`src/rtl/window_assembler.sv`:
```
// Assembles a 3x3 image window and a 3x3 kernel from a memory word stream.
// The kernel stays resident, and a new scope may be loaded once the downstream has taken the window.
module window_assembler #(
  parameter int dataSize = 8
) (
  input  logic                    clk,
  input  logic                    rst,
  input  logic [1:0]              OPCODE,
  input  logic [dataSize-1:0]     mem_data,
  input  logic                    mem_valid,
  input  logic                    out_ready,
  output logic [9*dataSize-1:0]   scope_flat,
  output logic [9*dataSize-1:0]   kernel_flat,
  output logic                    out_valid,
  output logic                    busy,
  output logic [3:0]              index
);

  typedef enum logic [1:0] {
    IDLE        = 2'd0,
    FILL_SCOPE  = 2'd1,
    FILL_KERNEL = 2'd2
  } state_t;

  state_t state;
  logic   scope_full;
  logic   kernel_full;
  logic   handshake;
  logic   start_scope;
  logic   start_kernel;
  logic   last_write;
  logic   scope_full_nx;
  logic   kernel_full_nx;

  // A handshake frees the scope in the same cycle, so a scope load may start on it.
  always_comb begin
    handshake      = out_valid && out_ready;
    start_scope    = (state == IDLE) && (OPCODE == 2'b01) && !(scope_full && !handshake);
    start_kernel   = (state == IDLE) && (OPCODE == 2'b10) && !out_valid;
    last_write     = (state != IDLE) && mem_valid && (index == 4'd8);
    scope_full_nx  = (scope_full && !handshake) || (last_write && (state == FILL_SCOPE));
    kernel_full_nx = (kernel_full && !start_kernel) || (last_write && (state == FILL_KERNEL));
  end

  always_ff @(posedge clk) begin
    if (rst) begin
      state       <= IDLE;
      index       <= 4'd0;
      scope_full  <= 1'b0;
      kernel_full <= 1'b0;
      out_valid   <= 1'b0;
      busy        <= 1'b0;
      scope_flat  <= '0;
      kernel_flat <= '0;
    end else begin
      scope_full  <= scope_full_nx;
      kernel_full <= kernel_full_nx;
      out_valid   <= scope_full_nx && kernel_full_nx;
      case (state)
        IDLE: begin
          index <= 4'd0;
          if (start_scope) begin
            state <= FILL_SCOPE;
            busy  <= 1'b1;
          end else if (start_kernel) begin
            state <= FILL_KERNEL;
            busy  <= 1'b1;
          end else begin
            busy  <= 1'b0;
          end
        end
        FILL_SCOPE, FILL_KERNEL: begin
          if (mem_valid) begin
            for (int k = 0; k < 9; k++) begin
              if (index == 4'(k)) begin
                if (state == FILL_SCOPE) begin
                  scope_flat[k*dataSize +: dataSize] <= mem_data;
                end else begin
                  kernel_flat[k*dataSize +: dataSize] <= mem_data;
                end
              end
            end
            if (last_write) begin
              index <= 4'd0;
              state <= IDLE;
              busy  <= 1'b0;
            end else begin
              index <= index + 4'd1;
            end
          end
        end
        default: begin
          state <= IDLE;
          index <= 4'd0;
          busy  <= 1'b0;
        end
      endcase
    end
  end

endmodule

```
`config.mk`:
```
export PLATFORM = sky130hd
export DESIGN_NAME = window_assembler
export DESIGN_NICKNAME = d
export VERILOG_FILES = /design/src/rtl/window_assembler.sv
export SDC_FILE = /design/constraint.sdc
export NUM_CORES = 1
export LEC_CHECK = 0
export ABC_CLOCK_PERIOD_IN_PS = 1950
export CAP_MARGIN = 20
export CORE_AREA = 2 2 126 128
export CTS_BUF_LIST = sky130_fd_sc_hd__clkbuf_4 sky130_fd_sc_hd__clkbuf_8
export CTS_CLUSTER_SIZE = 24
export DETAILED_ROUTE_END_ITERATION = 8
export DIE_AREA = 0 0 128 130
export PLACE_DENSITY = 0.71
export SLEW_MARGIN = 10
export SYNTH_ARGS = -nofsm -noshare
export SYNTH_HDL_FRONTEND = slang
export SYNTH_SLANG_ARGS = --single-unit
export TNS_END_PERCENT = 1
```
`constraint.sdc`:
```
create_clock -name clk -period 1.95 [get_ports clk]
set_input_delay 0.39 -clock clk [delete_from_list [all_inputs] [get_ports clk]]
set_output_delay 0.39 -clock clk [all_outputs]
set_load 0.05 [all_outputs]
```
==> flow_metrics.py <==
metrics = {
    "floorplan": {
        "core-area_mm2": 0.0154,
        "initial_core_util": 0.410,
        "ios": 164,
        "row_count": 46,
        "die_x_um": 128,
        "dieArea_mm2": 0.0166,
        "die_y_um": 130,
    },
    "power": {
        "powerDensity_mw_per_mm2": 818,
        "p_clk_frac": 0.363,
        "power_leakage_nw": 4.43,
        "p_switching_w": 0.00197,
        "total_power_w": 0.00697,
        "p_int_w": 0.00500,
        "seq_power_share": 0.468,
        "p_sw_frac": 0.282,
        "pwr-share-comb": 0.169,
        "ir_worst_vdd_mv": 0.485,
    },
    "global_route": {
        "grt_pass1_wl_mm": 26.6,
        "grt_pass1_vias": 4922,
        "grt_overflow": 0,
        "grt_start_max_net_pins": 45,
        "grt_usage": 0.208,
        "antenna_found_initial": 0,
    },
    "sta": {
        "worstMarginPinSlew_ns": 0.546,
        "layout_setup_ws_ns": 0.0984,
        "rsz0062_at_grt": "no",
        "setup_viol": 0,
        "report.final.slew_viol_count": 0,
        "max_freq_mhz": 540,
        "maxSlewHeadroom": 0.637,
        "period_needed_ns": 1.85,
        "fin_skew_ns": 0.00926,
        "finalCritPeriodShare": 0.950,
        "final-hold-violation-count": 0,
    },
    "setup_path": {
        "slowest_stage": "dfxtp_1",
        "critPathCaptureType": "flop",
        "critical_path_class": "flop to flop",
        "worstPathRequired_ns": 2.33,
        "path_max_fanout": 8,
        "cp-startpoint": "state[0]",
        "cp.arrival_ns": 2.23,
        "reg2reg_slack_ns": 0.1,
        "endpoint": "scope_flat[42]",
        "cpPeakStageDelay_ns": 0.41,
        "r2r-start": "state[0]",
        "crit_chain": "inv_1 -> ha_2 -> and4b_2 -> buf_4 -> nand3_4 -> mux2i_1",
        "r2r_end": "scope_flat[42]",
        "reg2reg_depth": 6,
        "startpoint_type": "flop",
    },
    "drt": {
        "drt_iter0_drc": 266,
        "drc": 0,
        "routedWlPerCell_um": 17.6,
        "vias": 4879,
        "via_per_inst": 5.02,
        "firstDrtPassIters": 5,
        "routed_wl_mm": 17.0,
        "detail-route-antenna-nets": 0,
    },
    "synthesis": {
        "yosysTopAreaCell": "dfxtp_1",
        "synth_area_mm2": 0.00632,
        "synth_seq_cells": 154,
        "synth_edf_count": 0,
        "synth_top_area_frac": 0.488,
        "synth_area_leaders": "dfxtp_1 49%, mux2i_1 19%, nand2b_1 13%",
        "async_flop_share": 0,
        "yosys_warnings": 0,
        "syn_nets": 618,
        "synth.distinct_cells": 42,
        "avgSynthCellArea_um2": 10.6,
        "syn_inst": 596,
        "synth_seq_area_share": 0.488,
        "synth_flop_cell": "dfxtp_1",
    },
    "cts": {
        "tritoncts": "built",
        "htreeDepth": 4,
        "cts.path.max_buffers": 2,
        "path_clk_slew_ns": 0.08,
        "cts_buffers": 17,
        "postCtsHoldBufs": 0,
        "numClockSinks": 154,
        "clkLatencyLatePin_ns": 0.46,
        "cts_root_buf": "clkbuf_8",
    },
    "finish": {
        "layout-drive-gt1-share": 0.130,
        "finalCoreUtilization": 0.552,
        "design_area_mm2": 0.00852,
        "fin_nets": 790,
        "final_cell_mix": "152 x dfxtp_1, 134 x nand2b_1, 133 x dlygate4sd2_1",
        "n_antenna_cell": 0,
        "area_growth_pct": 34.8,
        "layout_commonest_cell": "dfxtp_1",
    },
    "place": {
        "gp_congestion": 0.874,
        "dpl-instance-area_mm2": 0.00826,
        "port_buffers": 163,
        "pre_cts_ws_ns": -0.00484,
        "dp_hpwl_mm": 11.9,
    },
    "run": {
        "maxCapViolations": 0,
    },
    "status": {
        "status": "complete, no violations",
    },
    "worst_hold_path": {
        "hp-class": "primary input to flop",
    },
}
==> state kept, by name (all words and copies together) (netlist names) <==
register,flops
kernel_full,1
out_valid,1
busy,1
index,4
scope_flat,72
scope_full,1
kernel_flat,72
state,2
==> repair_timing <==
action / 4_1_cts / 5_1_grt
resized for setup: 133 / 3
setup endpoints to repair: 133 / 24
setup buffers: 0 / 0
==> metal layers <==
metal	vias to the layer above	track usage	wire (µm)
li1	2370	-	-
met1	2289	0.280	8070
met2	194	0.327	7600
met3	26	0.0513	1040
met4	0	0.0789	329
met5	-	0	0
==> synthesized netlist by cell type (2+ instances only) <==
| library cell | n |
|---|---|
| dfxtp_1 | 154 |
| nand2b_1 | 134 |
| mux2i_1 | 120 |
| clkbuf_1 | 28 |
| a21oi_1 | 26 |
| nand3_1 | 25 |
| o21ai_0 | 20 |
| ha_1 | 8 |
| nand3_4 | 8 |
| inv_1 | 7 |
| buf_2 | 6 |
| buf_4 | 6 |
| nor2b_1 | 6 |
| o21ai_1 | 6 |
| nand2_2 | 4 |
| nor2_1 | 4 |
| o211ai_1 | 3 |
| a21boi_0 | 2 |
| and4b_1 | 2 |
| nand2_1 | 2 |
| nand3b_1 | 2 |
| nand4bb_1 | 2 |
| xor2_1 | 2 |
==> worst min path at each step <==
stage / slack (ns) / endpoint / cells past startpoint / from
floorplan: 0.45 / kernel_full / 2 / kernel_full
global placement: 0.46 / scope_flat[52] / 2 / scope_flat[52]
detailed placement: 0.46 / busy / 2 / busy
CTS: 0.33 / kernel_full / 2 / rst
global route: 0.36 / kernel_full / 2 / rst
finish: 0.34 / kernel_full / 2 / rst
==> critical path, delay by kind of cell, from the launching register on <==
kind,cells,cell delay [ns]
AND/OR/NAND/NOR,2,0.47
flip-flops,1,0.41
adder cells (fa/ha/maj),1,0.39
buffers and inverters,2,0.28
multiplexers,1,0.22
==> power by group through the flow <==
stage / logic, W / registers [W] / clock network (W)
after floorplan: 0.000625 / 0.00349 / 0
final: 0.00118 / 0.00326 / 0.00253
after CTS: 0.00117 / 0.00326 / 0.00257
after detailed placement: 0.00118 / 0.00333 / 0
after global placement: 0.00117 / 0.00333 / 0
after global routing: 0.00126 / 0.00326 / 0.00267
==> layout make-up <==
cell class,instances,area (µm²)
well taps,192,240
multi-input cells,392,3020
inverters,7,26.3
repair buffers,196,1730
clock inverters,8,119
clock buffers,22,290
fillers,1388,6910
flip-flops and latches,154,3090
==> cells by family after synthesis <==
logic type / Yosys count / synth area share
buf+inv: 50 / 0.0358
compound gates: 65 / 0.0594
mux: 120 / 0.190
xor+xnor: 2 / 0.00277
simple gates: 197 / 0.208
fa+ha+maj: 8 / 0.0158
flops: 154 / 0.488
==> stage by stage <==
step,hold slack (ns),instances,TNS (ns)
after floorplan,0.448,596,0
after global placement,0.461,941,0
after detailed placement,0.464,941,-0.00484
after CTS,0.333,971,0
after global routing,0.356,971,0
final,0.341,971,0
(Power assumes the default switching activity.)
